`config.mk`:
```
export PLATFORM = sky130hd
export DESIGN_NAME = cascade_delays_ctrl
export DESIGN_NICKNAME = d
export VERILOG_FILES = /design/src/rtl/cascade_delays_ctrl.sv
export SDC_FILE = /design/constraint.sdc
export NUM_CORES = 1
export LEC_CHECK = 0
export CAP_MARGIN = 20
export CORE_MARGIN = 2
export CORE_UTILIZATION = 60
export CTS_CLUSTER_SIZE = 24
export DETAILED_ROUTE_END_ITERATION = 12
export DONT_BUFFER_PORTS = 1
export PLACE_DENSITY = 0.81
export SYNTH_ARGS = -nofsm -noshare
export SYNTH_HDL_FRONTEND = slang
export SYNTH_SLANG_ARGS = --single-unit
```
`constraint.sdc`:
```
create_clock -name clk -period 7.1 [get_ports clk]
set_clock_uncertainty 0.1 [all_clocks]
set_input_delay 2.13 -clock clk [delete_from_list [all_inputs] [get_ports clk]]
set_output_delay 2.13 -clock clk [all_outputs]
set_load 0.02 [all_outputs]
```
`src/rtl/cascade_delays_ctrl.sv`:
```
// Slew sequencer and calibration sweep for the cascade_delays line.
// Code moves one unit per settle interval; select is registered alongside cur_code.
module cascade_delays_ctrl #(
    parameter int Nmbr_cascades = 4,
    parameter int SETTLE_CYCLES = 4,
    localparam int CW = $clog2(2*Nmbr_cascades+1)
) (
    input  logic                       clk,
    input  logic                       rst_n,
    input  logic                       cfg_valid,
    output logic                       cfg_ready,
    input  logic [CW-1:0]              cfg_code,
    input  logic                       cal_start,
    input  logic                       pd_early,
    output logic [2*Nmbr_cascades-1:0] select,
    output logic [CW-1:0]              cur_code,
    output logic                       busy,
    output logic                       cal_done,
    output logic                       cal_fail
);
    localparam logic [CW-1:0] MAX_CODE = CW'(2*Nmbr_cascades);
    localparam int TW = $clog2(SETTLE_CYCLES+1);

    typedef enum logic [1:0] {IDLE, SLEW, CAL_SETTLE, CAL_EVAL} state_t;

    state_t                     state_q, state_d;
    logic [CW-1:0]              cur_code_q, cur_code_d;
    logic [CW-1:0]              target_q, target_d;
    logic [TW-1:0]              timer_q, timer_d;
    logic [2*Nmbr_cascades-1:0] select_q;
    logic                       cal_done_q, cal_done_d;
    logic                       cal_fail_q, cal_fail_d;
    logic                       pd_meta_q, pd_sync_q;
    logic [CW-1:0]              clamped;

    function automatic logic [2*Nmbr_cascades-1:0] decode(input logic [CW-1:0] code);
        logic [2*Nmbr_cascades-1:0] sel;
        sel = '0;
        for (int unsigned i = 0; i < Nmbr_cascades; i++) begin
            if (32'(code) >= 2*i+2)
                sel[2*i +: 2] = 2'b10;
            else if (32'(code) == 2*i+1)
                sel[2*i +: 2] = 2'b01;
        end
        return sel;
    endfunction

    assign clamped   = (cfg_code > MAX_CODE) ? MAX_CODE : cfg_code;
    assign cfg_ready = (state_q == IDLE) && !cal_start;
    assign select    = select_q;
    assign cur_code  = cur_code_q;
    assign busy      = (state_q != IDLE);
    assign cal_done  = cal_done_q;
    assign cal_fail  = cal_fail_q;

    always_comb begin
        state_d    = state_q;
        cur_code_d = cur_code_q;
        target_d   = target_q;
        timer_d    = timer_q;
        cal_done_d = 1'b0;
        cal_fail_d = cal_fail_q;
        unique case (state_q)
            IDLE: begin
                if (cal_start) begin
                    state_d    = CAL_SETTLE;
                    cur_code_d = '0;
                    timer_d    = TW'(SETTLE_CYCLES);
                    cal_fail_d = 1'b0;
                end else if (cfg_valid) begin
                    cal_fail_d = 1'b0;
                    target_d   = clamped;
                    if (clamped != cur_code_q) begin
                        state_d = SLEW;
                        timer_d = '0;
                    end
                end
            end
            SLEW: begin
                // Timer starts at 0 so the first step lands on the edge after acceptance.
                if (timer_q == '0) begin
                    if (cur_code_q == target_q) begin
                        state_d = IDLE;
                    end else begin
                        cur_code_d = (cur_code_q < target_q) ? cur_code_q + CW'(1)
                                                             : cur_code_q - CW'(1);
                        timer_d    = TW'(SETTLE_CYCLES-1);
                    end
                end else begin
                    timer_d = timer_q - TW'(1);
                end
            end
            CAL_SETTLE: begin
                if (timer_q == '0)
                    state_d = CAL_EVAL;
                else
                    timer_d = timer_q - TW'(1);
            end
            CAL_EVAL: begin
                if (!pd_sync_q) begin
                    state_d    = IDLE;
                    cal_done_d = 1'b1;
                    cal_fail_d = (cur_code_q == '0);
                end else if (cur_code_q == MAX_CODE) begin
                    state_d    = IDLE;
                    cal_done_d = 1'b1;
                    cal_fail_d = 1'b1;
                end else begin
                    state_d    = CAL_SETTLE;
                    cur_code_d = cur_code_q + CW'(1);
                    timer_d    = TW'(SETTLE_CYCLES);
                end
            end
            default: state_d = IDLE;
        endcase
    end

    always_ff @(posedge clk or negedge rst_n) begin
        if (!rst_n) begin
            state_q    <= IDLE;
            cur_code_q <= '0;
            target_q   <= '0;
            timer_q    <= '0;
            select_q   <= '0;
            cal_done_q <= 1'b0;
            cal_fail_q <= 1'b0;
            pd_meta_q  <= 1'b0;
            pd_sync_q  <= 1'b0;
        end else begin
            state_q    <= state_d;
            cur_code_q <= cur_code_d;
            target_q   <= target_d;
            timer_q    <= timer_d;
            select_q   <= decode(cur_code_d);
            cal_done_q <= cal_done_d;
            cal_fail_q <= cal_fail_d;
            pd_meta_q  <= pd_early;
            pd_sync_q  <= pd_meta_q;
        end
    end
endmodule

```
==> results by group, run 1 <==
Status
  – Outcome: finished, final reports clean

Timing
  – # setup viols final: 0
  – Final Hold Viols: 0
  – Slew @ Worst Pin: 0.678 ns
  – Period utilization: 67.3%
  – Post-layout min period: 4.78 ns
  – Slew margin rel.: 54.8%
  – Final Slew Violations: 0
  – Fmax achieved: 209 MHz
  – Final setup TNS: 0 ns
  – RSZ-0062 raised after global routing: false

Layout
  – Fin nets: 179
  – Fraction of layout cells with a size suffix above 1: 10.0%
  – Area grow syn2layout: 1.52%
  – Fin util: 62.6%
  – Fin area: 1510 um^2
  – Antenna fix cells: 0

Yosys
  – Post-Syn Instances: 163
  – Seq/Total Area, Yosys: 40.4%
  – Synth Register Bits: 24
  – Largest cells by area after synthesis: dfrtp_1, ha_1, nand2_1, nand2b_1, a21oi_1
  – Post-Syn Nets: 180
  – Syn Std Cell Area: 1490 um^2
  – Post-synth top flop: dfrtp_1
  – Syn_area_per_cell: 9.12 um^2
  – Synth async-reset ratio: 100%
  – EDFF count, synth: 0
  – Biggest area consumer among synthesized cells: dfrtp_1
  – Synth top area share: 40.4%
  – Synth warnings: 0
  – Distinct cells, synth: 48

Drt
  – Antenna viol nets, final: 0
  – Initial DRC Count: 54
  – Router iterations before antenna repair: 4
  – DR vias: 1251
  – Residual DRC count: 0
  – Wire per inst: 16.8 um
  – Via density: 6.58
  – Drt total wl: 3190 um

Global route
  – Gr usage total: 24.1%
  – Largest net degree at the start of global routing: 25
  – Grt met3 use: 5.00%
  – Met1 Use GR: 31.2%
  – GR peak layer: met2
  – Initial antenna violation count: 0
  – Remaining global-route overflow: 0
  – Vias in the first global route: 1103
  – First-pass GRT wire length: 5010 um
  – GR Util met2: 38.8%

Die
  – Die area: 2890 um^2
  – IO Pins: 25
  – Num rows: 18
  – Core region area: 2410 um^2
  – Die H: 53.8 um
  – Die width: 53.8 um
  – Initial core utilization: 61.7%

Min path
  – Hold crit path type: reg2reg
  – Hold path cells: 0

Clock network
  – Resize count post-CTS: 0
  – Clock sinks: 24
  – CTS tree: done
  – Clock slew at reported path FFs: 0.13 ns
  – CTS root buf: clkbuf_4
  – Hold-fix buffers, CTS: 0
  – Clock Path Buffers: 2
  – Clock buffer count from CTS: 3
  – Clk_lat worst skew: 0.32 ns
  – Setup bufs post-CTS: 0
  – H-tree Lvls: 1

Worst setup path
  – R2R setup slack: 4.30 ns
  – CP max stage cell: nor2_1
  – CP bufs+invs: 0
  – Crit path kind: in2out
  – Critical path depth: 1
  – CP required: 4.87 ns
  – Max incr delay on CP: 0.41 ns
  – Crit path cell chain: nor2_1
  – CP endpoint kind: output port
  – Worst path arrival time: 2.55 ns
  – Delay-heaviest family, CP: simple AND/OR/NAND/NOR gates
  – R2R cell count: 8
  – Startpoint Class: primary input
  – Crit path max fanout: 6

Place
  – Placed cell areas: 1490 um^2
  – Port Buffers: 0
  – Post-DP HPWL: 2340 um
  – Routability congestion estimate: 0.840

Power and ir drop
  – Pwr/cell area: 444 nW/um^2
  – Static power due to leakage: 0.000684 uW
  – Peak supply drop: 0.311 mV

Job
  – # Max-Cap Violations: 0
## power breakdown
part / switching, uW / internal, uW / total [uW] / leakage [uW]
Combinational: 186 / 136 / 322 / 0.000365
Clock: 40.5 / 19.9 / 60.4 / 0.0000138
Sequential: 99.8 / 187 / 287 / 0.000305
Total: 326 / 343 / 669 / 0.000684
## kinds of logic (layout without fill, tap and decap cells)
family / count (synthesis) / in the layout / synth area share, %
AND/OR/NAND/NOR: 66 / 66 / 24.6
AO/OA/AOI/OAI: 42 / 42 / 19.4
flip-flops: 24 / 24 / 40.4
buffers and inverters: 18 / 15 / 5.56
adder cells (fa/ha/maj): 8 / 8 / 6.73
multiplexers: 3 / 3 / 2.19
XOR/XNOR: 2 / 2 / 1.18
## sequential cells by signal (all words and copies together) (netlist names)
| name | cells |
|---|---|
| state_q | 2 |
| timer_q | 3 |
| pd_sync_q | 1 |
| pd_meta_q | 1 |
| cal_done | 1 |
| target_q | 4 |
| cur_code | 4 |
| select | 7 |
| cal_fail | 1 |
## area by class of cell
class                   count  area, um^2
multi-input cells         121         803
flip-flops and latches     24         601
inverters                  12        45.0
clock buffers               3        22.5
fillers                   191         901
well taps                  30        37.5
## worst paths after layout
path / end / start
min in group asynchronous: target_q[2] / rst_n
max: cfg_ready / cal_start
max reg2reg: select[1] / cur_code[3]
min: pd_sync_q / pd_meta_q
min reg2reg: pd_sync_q / pd_meta_q
max in group asynchronous: select[2] / rst_n
## stage by stage
| stage | setup WS [ns] | hold slack, ns | std cells | power, uW |
|---|---|---|---|---|
| final | 2.32 | 0.267 | 190 | 669 |
| after global routing | 2.29 | 0.284 | 190 | 724 |
| after CTS | 2.32 | 0.270 | 190 | 670 |
| after detailed placement | 2.32 | 0.242 | 187 | 610 |
| after global placement | 2.36 | 0.235 | 187 | 584 |
| after floorplan | 2.39 | 0.231 | 163 | 543 |
## metal layers
metal  vias to the layer above  wire (um)
met3                        13        207
met4                         0         71
met1                       603       1380
met2                        53       1530
met5                         -          0
li1                        582          -
## cell usage after synthesis, types with 2 or more instances
library cell	count
buf_2	3
ha_1	8
nor2b_1	2
a31oi_1	5
nand3_1	4
inv_2	2
inv_1	10
a211o_1	2
mux2_2	2
a31o_1	2
a221oi_1	2
and3_1	3
nor3b_1	2
a21o_1	2
o21ai_0	8
xnor2_1	2
a21oi_1	9
or3_1	3
nand2b_1	9
dfrtp_1	24
nor3_1	6
nor2_1	10
nand4_1	2
nand2_1	15
a211oi_1	2
o22ai_1	2
## cells in the final DEF, fill, tap and decap left out, types with 3 or more instances in the layout
cell type | Yosys | layout
nor3_1 | 6 | 6
or3_1 | 3 | 3
dfrtp_1 | 24 | 24
a21oi_1 | 9 | 9
inv_1 | 10 | 10
nand3_1 | 4 | 4
nand2_1 | 15 | 15
and3_1 | 3 | 3
a31oi_1 | 5 | 5
ha_1 | 8 | 8
nor2_1 | 10 | 10
o21ai_0 | 8 | 8
clkbuf_4 | 0 | 3
nand2b_1 | 9 | 9
(Power assumes the default switching activity.)
==> inputs of run 2 (changes only) <==
==> constraint.sdc (replaced) <==
create_clock -name clk -period 4.5 [get_ports clk]
set_clock_uncertainty 0.1 [all_clocks]
set_input_delay 1.35 -clock clk [delete_from_list [all_inputs] [get_ports clk]]
set_output_delay 1.35 -clock clk [all_outputs]
set_load 0.02 [all_outputs]
==> run 2 against run 1 <==
  * Register-to-register slack lost 2.6 ns
  * Clock power is 87% higher
  * Sequential share of layout area fell by 0.36 points
  * Setup slack worse by 1.1 ns
  * Non-clock buffer count did not move
  * Via count shrank 2.7%
  * Power up 60%
  * Critical endpoint unchanged
==> results by group, run 2 (same netlist as run 1, synthesis figures left out) <==
Layout
  – Fin nets: 179
  – Area grow syn2layout: 2.44%
  – Largest register FFs: 7
  – Layout fillers: 190
  – Most common cell after layout, fill and taps aside: dfrtp_1
  – Antenna fix cells: 0
  – Fin area: 1520 um^2
  – Fraction of layout cells with a size suffix above 1: 10.6%
  – Most frequent cells in the layout: dfrtp_1, nand2_1, inv_1, nor2_1

Clock network
  – Clock sinks: 24
  – Setup bufs post-CTS: 0
  – Clock slew at reported path FFs: 0.14 ns
  – CTS tree: done
  – Resize count post-CTS: 0
  – Clock Path Buffers: 2
  – CTS root buf: clkbuf_4
  – Clock buffer count from CTS: 3
  – Clk_lat worst skew: 0.31 ns
  – Hold-fix buffers, CTS: 0
  – H-tree Lvls: 1

Die
  – Initial core utilization: 61.7%
  – Num rows: 18
  – Die H: 53.8 um
  – Die width: 53.8 um
  – IO Pins: 25
  – Core region area: 2410 um^2
  – Die area: 2890 um^2

Place
  – Routability congestion estimate: 0.848
  – Port Buffers: 0
  – Dpl ws: 1.31 ns
  – Post-DP HPWL: 2250 um
  – Placed cell areas: 1490 um^2

Timing
  – Slew margin rel.: 55.2%
  – Final Slew Violations: 0
  – Setup WS post-layout: 1.27 ns
  – Hold Slack: 0.270 ns
  – RSZ-0062 raised after global routing: false
  – Period utilization: 71.8%
  – Final Hold Viols: 0
  – Slew @ Worst Pin: 0.672 ns
  – Final setup TNS: 0 ns
  – Fmax achieved: 309 MHz
  – # setup viols final: 0
  – Post-layout min period: 3.23 ns

Power and ir drop
  – Peak supply drop: 0.470 mV
  – Pwr/cell area: 702 nW/um^2
  – Static power due to leakage: 0.000691 uW

Global route
  – GR Util met2: 38.2%
  – Largest net degree at the start of global routing: 25
  – Grt met3 use: 4.44%
  – GR peak layer: met2
  – Met1 Use GR: 30.7%
  – First-pass GRT wire length: 4840 um
  – Remaining global-route overflow: 0
  – Vias in the first global route: 1089
  – Gr usage total: 22.9%
  – Initial antenna violation count: 0

Drt
  – Drt total wl: 3020 um
  – DR vias: 1217
  – Via density: 6.37
  – Antenna viol nets, final: 0
  – Residual DRC count: 0
  – Initial DRC Count: 60
  – Wire per inst: 15.8 um
  – Router iterations before antenna repair: 7

Job
  – # Max-Cap Violations: 0

Worst setup path
  – CP endpoint kind: output port
  – Worst path arrival time: 1.78 ns
  – CP required: 3.05 ns
  – Crit path kind: reg2out
  – Crit path max fanout: 20
  – Startpoint Class: flop

Status
  – Outcome: finished, final reports clean

Min path
  – Hold crit path type: reg2reg
[run 2: changes by cell type in the layout (fill, tap and decap cells not counted), sizes merged]
cell	change
clkbuf	+1
[run 2: critical path: stages, from the launching register on]
cell and delay, ns:
dfrtp_1 0.62, nor2_1 0.26, inv_1 0.17, nor2_1 0.42
[run 2: through the flow]
step / power [uW] / std cells / utilization [%]
after floorplan: 857 / 163 / -
after global placement: 922 / 187 / 61.7
after detailed placement: 956 / 187 / 61.7
after CTS: 1070 / 191 / 63.2
after global routing: 1160 / 191 / 63.2
final: 1070 / 191 / 63.2
[run 2: final cells by class]
class / count / area, um^2 / share of cell area (%)
sequential: 24 / 601 / 39.4
inverter: 12 / 45.0 / 2.96
clock buffer: 4 / 36.3 / 2.38
tap: 30 / 37.5 / 2.47
multi-input combinational: 121 / 803 / 52.8
[run 2: path summary, 6_finish.rpt]
| path | startpoint | end | slack (ns) | cells past startpoint |
|---|---|---|---|---|
| max | state_q[1] | cfg_ready | 1.27 | 3 |
| min | pd_meta_q | pd_sync_q | 0.27 | 0 |
| max reg2reg | cur_code[3] | select[1] | 1.73 | 7 |
| min reg2reg | pd_meta_q | pd_sync_q | 0.27 | 0 |
| max in group asynchronous | rst_n | select[2] | 3.61 | 0 |
| min in group asynchronous | rst_n | timer_q[0] | 0.61 | 0 |
[run 2: power breakdown]
part	total, uW	switching (uW)	internal, uW	leakage (uW)
combinational	502	289	214	0.000365
sequential	453	158	295	0.000305
clock	113	64.1	49.4	0.0000210
[run 2: per-layer routing]
layer	share of wire (%)	vias to the layer above
met4	0.76	0
met5	0	-
met2	48	74
met1	41	558
li1	-	581
met3	10	4
